## config.mk

```make
export PLATFORM = sky130hd
export DESIGN_NAME = encrypt_stream
export DESIGN_NICKNAME = d
export VERILOG_FILES = /design/src/rtl/encrypt_stream.sv
export SDC_FILE = /design/constraint.sdc
export NUM_CORES = 1
export LEC_CHECK = 0
export BUFFER_PORTS_ARGS = -buffer_cell sky130_fd_sc_hd__clkbuf_2
export CAP_MARGIN = 20
export CORE_ASPECT_RATIO = 1.1
export CORE_MARGIN = 4
export CORE_UTILIZATION = 55
export CTS_CLUSTER_SIZE = 12
export DETAILED_ROUTE_END_ITERATION = 10
export MAX_ROUTING_LAYER = met4
export PLACE_DENSITY = 0.76
export SLEW_MARGIN = 20
export SYNTH_ARGS = -nofsm -noshare
export SYNTH_HDL_FRONTEND = slang
export SYNTH_SLANG_ARGS = --single-unit
```

## constraint.sdc

```tcl
create_clock -name clk -period 13.83 [get_ports clk]
set_input_delay 4.149 -clock clk [delete_from_list [all_inputs] [get_ports clk]]
set_output_delay 4.149 -clock clk [all_outputs]
set_load 0.005 [all_outputs]
```

## src/rtl/encrypt_stream.sv

```systemverilog
// encrypt_stream: sequential LWE encryption engine.
//
// Streams the public key in, LANES entries per beat and row by row for rows
// 0..DIMENSION. For each row it sums, mod q, the key entries whose
// noise_select bit is set. On the final (b) row it also adds (q/p)*m. It
// emits one ciphertext element per row on a valid/ready interface.
//
// Optional feature: define ENCRYPT_ABORT_EN to add the 'abort' input.
//
// Ports:
//   clk, rst_n         clock (rising edge), asynchronous active-low reset
//   abort              (ENCRYPT_ABORT_EN only) return to IDLE, discard op
//   start              begin encryption, sampled only in IDLE
//   plaintext          message m, latched on start
//   noise_select       BIG_N-bit subset mask, latched on start
//   busy               high whenever the engine is not IDLE
//   key_valid/ready    key beat handshake
//   key_data           LANES key entries; lane 0 in the LSBs
//   ct_valid/ready     ciphertext element handshake
//   ct_data            ciphertext element (< q)
//   ct_row             row index of ct_data
//   ct_last            high with the row-DIMENSION element
//   done               one-cycle pulse after the last element is accepted
module encrypt_stream #(
  parameter int PLAINTEXT_MODULUS  = 64,
  parameter int PLAINTEXT_WIDTH    = 6,
  parameter int DIMENSION          = 1,
  parameter int CIPHERTEXT_MODULUS = 1024,
  parameter int CIPHERTEXT_WIDTH   = 21,
  parameter int BIG_N              = 30,
  parameter int LANES              = 1,
  localparam int ROW_W = ($clog2(DIMENSION + 1) > 1) ? $clog2(DIMENSION + 1) : 1
) (
  input  logic                              clk,
  input  logic                              rst_n,
`ifdef ENCRYPT_ABORT_EN
  input  logic                              abort,
`endif
  input  logic                              start,
  input  logic [PLAINTEXT_WIDTH-1:0]        plaintext,
  input  logic [BIG_N-1:0]                  noise_select,
  output logic                              busy,
  input  logic                              key_valid,
  output logic                              key_ready,
  input  logic [LANES*CIPHERTEXT_WIDTH-1:0] key_data,
  output logic                              ct_valid,
  input  logic                              ct_ready,
  output logic [CIPHERTEXT_WIDTH-1:0]       ct_data,
  output logic [ROW_W-1:0]                  ct_row,
  output logic                              ct_last,
  output logic                              done
);

  localparam int CW     = CIPHERTEXT_WIDTH;
  localparam int BEATS  = BIG_N / LANES;
  localparam int BEAT_W = ($clog2(BEATS) > 1) ? $clog2(BEATS) : 1;
  localparam int DELTA  = CIPHERTEXT_MODULUS / PLAINTEXT_MODULUS;

  // One extra bit so q = 2^CW is representable and sums never overflow.
  localparam logic [CW:0]        Q         = (CW + 1)'(CIPHERTEXT_MODULUS);
  localparam logic [BEAT_W-1:0]  LAST_BEAT = BEAT_W'(BEATS - 1);
  localparam logic [ROW_W-1:0]   LAST_ROW  = ROW_W'(DIMENSION);

  typedef enum logic [1:0] {
    S_IDLE,
    S_ACCUM,
    S_EMIT
  } state_e;

  state_e                     state_q, state_d;
  logic [CW-1:0]              acc_q;
  logic [BEAT_W-1:0]          beat_q;
  logic [ROW_W-1:0]           row_q;
  logic [PLAINTEXT_WIDTH-1:0] m_q;
  logic [BIG_N-1:0]           mask_q;
  logic [CW-1:0]              ct_data_q;
  logic                       done_q;

  logic                       abort_req;
  logic                       abort_now;
  logic                       key_fire;
  logic                       ct_fire;
  logic                       last_row;
  logic [BIG_N-1:0]           mask_sh;
  logic [CW:0]                lane_sum;
  logic [CW-1:0]              acc_sum;
  logic [CW:0]                scaled_sum;
  logic [CW-1:0]              ct_next;

`ifdef ENCRYPT_ABORT_EN
  always_comb abort_req = abort;
`else
  always_comb abort_req = 1'b0;
`endif

  always_comb begin
    abort_now = abort_req && (state_q != S_IDLE);
    key_fire  = (state_q == S_ACCUM) && key_valid;
    ct_fire   = (state_q == S_EMIT) && ct_ready;
    last_row  = (row_q == LAST_ROW);
  end

  // Lanes are folded in order, each add followed by a conditional subtract,
  // so the running value never leaves [0, q).
  always_comb begin
    mask_sh  = mask_q >> (int'(beat_q) * LANES);
    acc_sum  = acc_q;
    lane_sum = '0;
    for (int unsigned i = 0; i < LANES; i++) begin
      if (mask_sh[i]) begin
        lane_sum = {1'b0, acc_sum} + {1'b0, key_data[i*CW +: CW]};
        if (lane_sum >= Q) begin
          lane_sum = lane_sum - Q;
        end
        acc_sum = lane_sum[CW-1:0];
      end
    end
  end

  // (q/p)*m < q, so a single conditional subtract reduces the b-row sum.
  always_comb begin
    scaled_sum = {1'b0, acc_sum} + (CW + 1)'(DELTA * int'(m_q));
    if (scaled_sum >= Q) begin
      scaled_sum = scaled_sum - Q;
    end
    ct_next = last_row ? scaled_sum[CW-1:0] : acc_sum;
  end

  // State register
  always_ff @(posedge clk or negedge rst_n) begin
    if (!rst_n) begin
      state_q <= S_IDLE;
    end else begin
      state_q <= state_d;
    end
  end

  // Next-state logic
  always_comb begin
    state_d = state_q;
    unique case (state_q)
      S_IDLE:  if (start) state_d = S_ACCUM;
      S_ACCUM: if (key_valid && (beat_q == LAST_BEAT)) state_d = S_EMIT;
      S_EMIT:  if (ct_ready) state_d = last_row ? S_IDLE : S_ACCUM;
      default: state_d = S_IDLE;
    endcase
    if (abort_now) begin
      state_d = S_IDLE;
    end
  end

  // Output logic
  always_comb begin
    busy      = (state_q != S_IDLE);
    key_ready = (state_q == S_ACCUM);
    ct_valid  = (state_q == S_EMIT);
    ct_last   = (state_q == S_EMIT) && last_row;
    ct_data   = ct_data_q;
    ct_row    = row_q;
    done      = done_q;
  end

  // Datapath: accumulator, counters, latched operands and emitted element.
  // ct_data_q is captured on the final beat so it holds steady through EMIT.
  always_ff @(posedge clk or negedge rst_n) begin
    if (!rst_n) begin
      acc_q     <= '0;
      beat_q    <= '0;
      row_q     <= '0;
      m_q       <= '0;
      mask_q    <= '0;
      ct_data_q <= '0;
      done_q    <= 1'b0;
    end else begin
      done_q <= ct_fire && last_row && !abort_now;
      if (abort_now) begin
        acc_q  <= '0;
        beat_q <= '0;
        row_q  <= '0;
      end else begin
        if (state_q == S_IDLE && start) begin
          m_q    <= plaintext;
          mask_q <= noise_select;
          acc_q  <= '0;
          beat_q <= '0;
          row_q  <= '0;
        end
        if (key_fire) begin
          acc_q <= acc_sum;
          if (beat_q == LAST_BEAT) begin
            beat_q    <= '0;
            ct_data_q <= ct_next;
          end else begin
            beat_q <= beat_q + 1'b1;
          end
        end
        if (ct_fire && !last_row) begin
          row_q  <= row_q + 1'b1;
          acc_q  <= '0;
          beat_q <= '0;
        end
      end
    end
  end

endmodule

```

* Word-level counts from Yosys, hierarchy flattened
Index checks and enable logic that the tools add are counted.
** Cells by class
- Reductions and logical operators :: 14
- Mux-type cells :: 18
- Add/sub/neg operators :: 6
- Shift-type cells :: 1
- Eq/ne operators :: 6
- Magnitude comparators :: 2
** Operator list (count)
- $mux 21 :: 7
- $ge 22x11->1 const B :: 2
- $sub 21x11->21 const B :: 2
- $shr 30x5->1 :: 1
- $add 21x10->22 :: 1
- $add 21x21->22 :: 1
- $mux 5 :: 4
- $logic_and 1x1->1 :: 7
- $mux 2 :: 3
- $pmux 2 s3 :: 1
- $add 5x1->5 const B :: 1
- $eq 5x5->1 const B :: 1
- $ne 2x1->1 const B :: 2
- $reduce_bool 2->1 :: 2
- $mux 1 :: 3
- $reduce_and 3->1 :: 1
- $reduce_bool 3->1 :: 1
- $eq 2x1->1 const B :: 1
- $eq 2x2->1 const B :: 1
- $logic_not 2->1 :: 1
- $ne 2x2->1 const B :: 1
- $reduce_and 2->1 :: 1
- $add 1x1->1 const B :: 1
- $logic_not 1->1 :: 1
** Storage, ports and cells
- Logic and storage cells :: 55
- Output and inout bits :: 27
- Input bits :: 62
- Register bits after elaboration :: 87

* Longest topological paths before layout
- Word-level depth :: 8
- Gate-level depth with buffers :: 32
- Gate-level depth less buffers :: 28

* Least setup slack after synthesis
OpenSTA, ideal clock, no wires.
- Path kind :: input to register
- Start point :: input port key_data[0]
- End point :: register ct_data_q[10], in the netlist ct_data[10]
- Cell stages on the path :: 27
- Setup slack :: 3868 ps
- Buffers on the path :: 2
- Setup time :: 128 ps
- Arrival :: 9834 ps
- Required time :: 13702 ps
- Cell sequence :: ha_1 -> fa_1 -> a21o_1 -> a221oi_4 -> nor3_1 -> nor3_2 -> ha_1 -> nor4b_2 -> nand4_1 -> or4_4 -> and4_1 -> buf_6 -> buf_6 -> xnor2_1 -> mux2i_1 -> xnor2_1 -> inv_1 -> ha_1 -> nand3_1 -> nor4_1 -> nand3_1 -> o311a_1 -> and4b_1 -> o211ai_4 -> nor2_1 -> a311oi_1 -> nand2_1
** On the way
- Longest elaborated chain between the ends :: 8
- Elaborated cells on any way between the ends :: 10
- Classes of those cells :: add/sub (4); order compare (2); mux (4)
** RTL lines
- start: declaration :: RTL line 45 : input logic [LANES*CIPHERTEXT_WIDTH-1:0] key_data,
- $add 21x21->22 * :: RTL line 111 : lane_sum = {1'b0, acc_sum} + {1'b0, key_data[i*CW +: CW]};
- $sub 21x11->21 or $ge 22x11->1 (tied branches) :: RTL line 113, 112
- $mux 21 * :: RTL line 112 : if (lane_sum >= Q) begin
- $mux 21 * :: RTL line 110 : if (mask_sh[i]) begin
- $add 21x10->22 :: RTL line 122 : scaled_sum = {1'b0, acc_sum} + (CW + 1)'(DELTA * int'(m_q));
- $sub 21x11->21 or $ge 22x11->1 (tied branches) :: RTL line 124, 123
- $mux 21 :: RTL line 123 : if (scaled_sum >= Q) begin
- $mux 21 * :: RTL line 126 : ct_next = last_row ? scaled_sum[CW-1:0] : acc_sum;
- end signal: assignment :: RTL line 192 : ct_data_q <= ct_next;
- end: declaration :: RTL line 76 : logic [CW-1:0] ct_data_q;
Every way passes the cells marked *; elsewhere a longest branch is shown, timed or not.
A chain may end at the register's enable or synchronous reset.

* Worst setup path in the final report
Ends and elaborated chain as after synthesis.

==> summary.md <==
| Metric | Value |
|---|---|
| Status | finished clean |
| DR vias | ~6600 |
| Final cycle utilization of the critical path | 0.778 |
| Ranking of synthesized cells by area | dfrtp_1 (30%), mux2_2 (6.4%), ha_1 (5.8%), nand2_1 (4.1%), o21ai_0 (4.0%) |
| Top post-synthesis cells by count | dfrtp_1 (87), nand2_1 (79), nor2_1 (59) |
| CP delay by family, top | simple AND/OR/NAND/NOR gates |
| Hold WC Path Type | flip-flop to flip-flop |
| Post-CTS setup buffers | 0 |
| Critical Path Start Type | primary input |
| R2R setup slack | 6.13 ns |
| Vias in the first global route | 6587 |
| Worst path depth | 26 |
| Setup TNS | 0 ns |
| Max FO, Critical Path | 15 |
| Num Clock Sinks | between 80 and 90 |
| Core box area | 12700 um^2 |
| Netlist cell types | 85 |
| Slowest-stage cell, CP | nor3_2 |
| CP Data Arrival Time | between 10 and 15 ns |
| CP Buf/Inv Count | 2 |
| Cell Area, Synth | 7170 um^2 |
| Post-synthesis sequential area ratio | 0.304 |
| Worst slew margin | 0.308 |
| Slew Limit Fails | 0 |
| Vias/cell | 6.47 |
| Rows | 43 |
| LEAKAGE | 3.51 nW |
| RSZ-0062 raised after global routing | false |
| Final setup viols | 0 |
| Min Tclk post-route | 10.76 ns |
| #FFs+latches synth | 87 |
| Grt ovf | 0 |
| CTS max path bufs | 2 |
| Die width | 117 um |
| Clk slew on worst S/H paths | 0.07 ns |
| Worst hold slack | around 0.48 ns |
| Worst R2R Path Depth | 28 |
| Iter 0 DRT Violations | 581 |
| Gr usage total | 0.286 |
| Routed WL | 19.9 mm |
| Final Hold Vio Count | 0 |
| Critical Path Source | key_data[0] |
| Maximum number of pins on one net before global-route repair | 88 |
| Clk_lat worst skew | 0.35 ns |
| CTS Buf Count | 9 |
| Cells after Synth | 800 |
| Worst path most repeated cell | ha_1 |
| Post-synth EDFFs | 0 |
| Max_cap viols | 0 |
| CP Class | primary input to flip-flop |
| Synth warnings | 0 |
| PortBufs | 88 |
| Setup slack after layout | roughly 3 ns |
| Syn nets | 897 |
| NetSw | ~0.0011 W |
| Maximum VDD drop | 124 uV |
| Clk pwr share | 0.124 |
| Worst clock skew | 0.00988 ns |
| Final antenna-violating net count | 0 |
| Slew @ Worst Pin | 1.04 ns |
| ANT cells | 0 |
| Reg-to-reg endpoint | ct_data[10]$_DFFE_PN0P_ |
| Die area | 14900 um^2 |
| First-pass GRT wire length | approximately 33 mm |
| Post-DP HPWL | 15.2 mm |
| IO Count | 89 |
| Crit path to | ct_data[10]$_DFFE_PN0P_ |
| Area delta synth->final | 11.3% |
| Fin nets | about 960 |
| Crit end category | flip-flop |
| Dpl ws | 2.87 ns |
| Detailed Routing Iterations Pass 1 | 5 |
| Initial antenna violation count | 0 |
| Initial Util | 0.565 |
| Mapped Avg Cell Area | roughly 9.0 um^2 |
| Reg2reg start | beat_q[0]$_DFFE_PN0P_ |
| Seq pwr share | 0.176 |
| Layout cells sized above 1 | 0.219 |
| CTS root buffer | clkbuf_16 |
| Gates resized, CTS repair | 0 |
| Async SR Flop Fraction | 1.00 |
| Power per Cell Area | approximately 260 nW/um^2 |
| CTS tree | yes |
| Number of H-tree levels | 3 |
| Wire length per cell | 19.4 um |
| Post-synth top area cell | dfrtp_1 |
| CP required | 14.05 ns |
| Sw frac | 0.526 |
| GPL Wtd Cong | 0.920 |
| Most frequent cell after synthesis | dfrtp_1 |
| Internal | 0.000994 W |
| Crit path largest cell delay | 0.61 ns |
| Primary FF master, synth | dfrtp_1 |
| Achievable Freq | just over 0.09 GHz |
| Synth top area share | 0.304 |
| Combinational Power Share | 0.700 |
| Cts hold-fix bufs | 0 |
| Drc violations | 0 |
| Die Ht | 128 um |
-- state kept, by name (all words and copies together) (netlist names) --
register,flops
acc_q,21
beat_q,5
ct_data,21
ct_row,1
done,1
m_q,6
mask_q,30
state_q,2
-- power groups by stage --
stage	clock [W]	sequential (W)	combinational, W
after floorplan	0	0.000343	0.00113
after global placement	0	0.000370	0.00141
after detailed placement	0	0.000373	0.00144
after CTS	0.000264	0.000369	0.00145
after global routing	0.000277	0.000377	0.00162
final	0.000261	0.000369	0.00147
-- through the flow --
stage | util | cell area [um^2] | std cells | total power, W
final | 0.628 | 7980 | 1023 | 0.00210
after global routing | 0.628 | 7980 | 1023 | 0.00227
after CTS | 0.628 | 7980 | 1023 | 0.00208
after detailed placement | 0.603 | 7650 | 1007 | 0.00181
after global placement | 0.603 | 7650 | 1007 | 0.00178
after floorplan | - | 7170 | 800 | 0.00147
-- layer usage --
layer  up-vias  GRT usage  routed length (um)
li1       3155          -                   -
met1      3195      0.372                8460
met2       232      0.463                9840
met3        33     0.0359                1060
met4         0     0.0958                 499
met5         -          -                   0
-- layout make-up --
cell class | instances | area (um^2)
Inverter | 19 | 71.3
Timing Repair Buffer | 93 | 484
Sequential cell | 87 | 2180
Tap cell | 157 | 196
Multi-Input combinational cell | 651 | 4730
Fill cell | 1072 | 4720
Clock inverter | 7 | 95.1
Clock buffer | 9 | 225
-- worst min path at each step --
| stage | slack, ns | end | cells after the start | startpoint |
|---|---|---|---|---|
| detailed placement | 0.47 | ct_data[15]$_DFFE_PN0P_ | 1 | ct_data[15]$_DFFE_PN0P_ |
| global route | 0.51 | ct_data[5]$_DFFE_PN0P_ | 2 | ct_data[5]$_DFFE_PN0P_ |
| floorplan | 0.47 | acc_q[17]$_DFFE_PN0P_ | 2 | acc_q[17]$_DFFE_PN0P_ |
| global placement | 0.47 | ct_data[0]$_DFFE_PN0P_ | 2 | ct_data[0]$_DFFE_PN0P_ |
| CTS | 0.49 | ct_data[15]$_DFFE_PN0P_ | 1 | ct_data[15]$_DFFE_PN0P_ |
| finish | 0.48 | ct_data[15]$_DFFE_PN0P_ | 1 | ct_data[15]$_DFFE_PN0P_ |
-- cell families (layout without fill, tap and decap cells) --
kind of cell	after synthesis	count (layout)	synth area share
DFF	87	87	0.304
buffers and inverters	62	128	0.0403
and+or+nand+nor	283	283	0.206
adders and majority gates	35	35	0.0632
AOI/OAI and AO/OA	243	243	0.248
xor gates and xnor gates	26	26	0.0328
muxes	64	64	0.107
-- cell usage in the layout, fill, tap and decap left out, types with 18 or more instances in the layout --
cell       n
clkbuf_2  87
ha_1      33
o21ai_0   58
xnor2_1   18
dfrtp_1   87
inv_1     19
a21oi_1   39
nor3_1    22
mux2_2    41
nor2_1    58
nand3_1   26
nand2_1   79
Power figures use the tool's default switching activity.
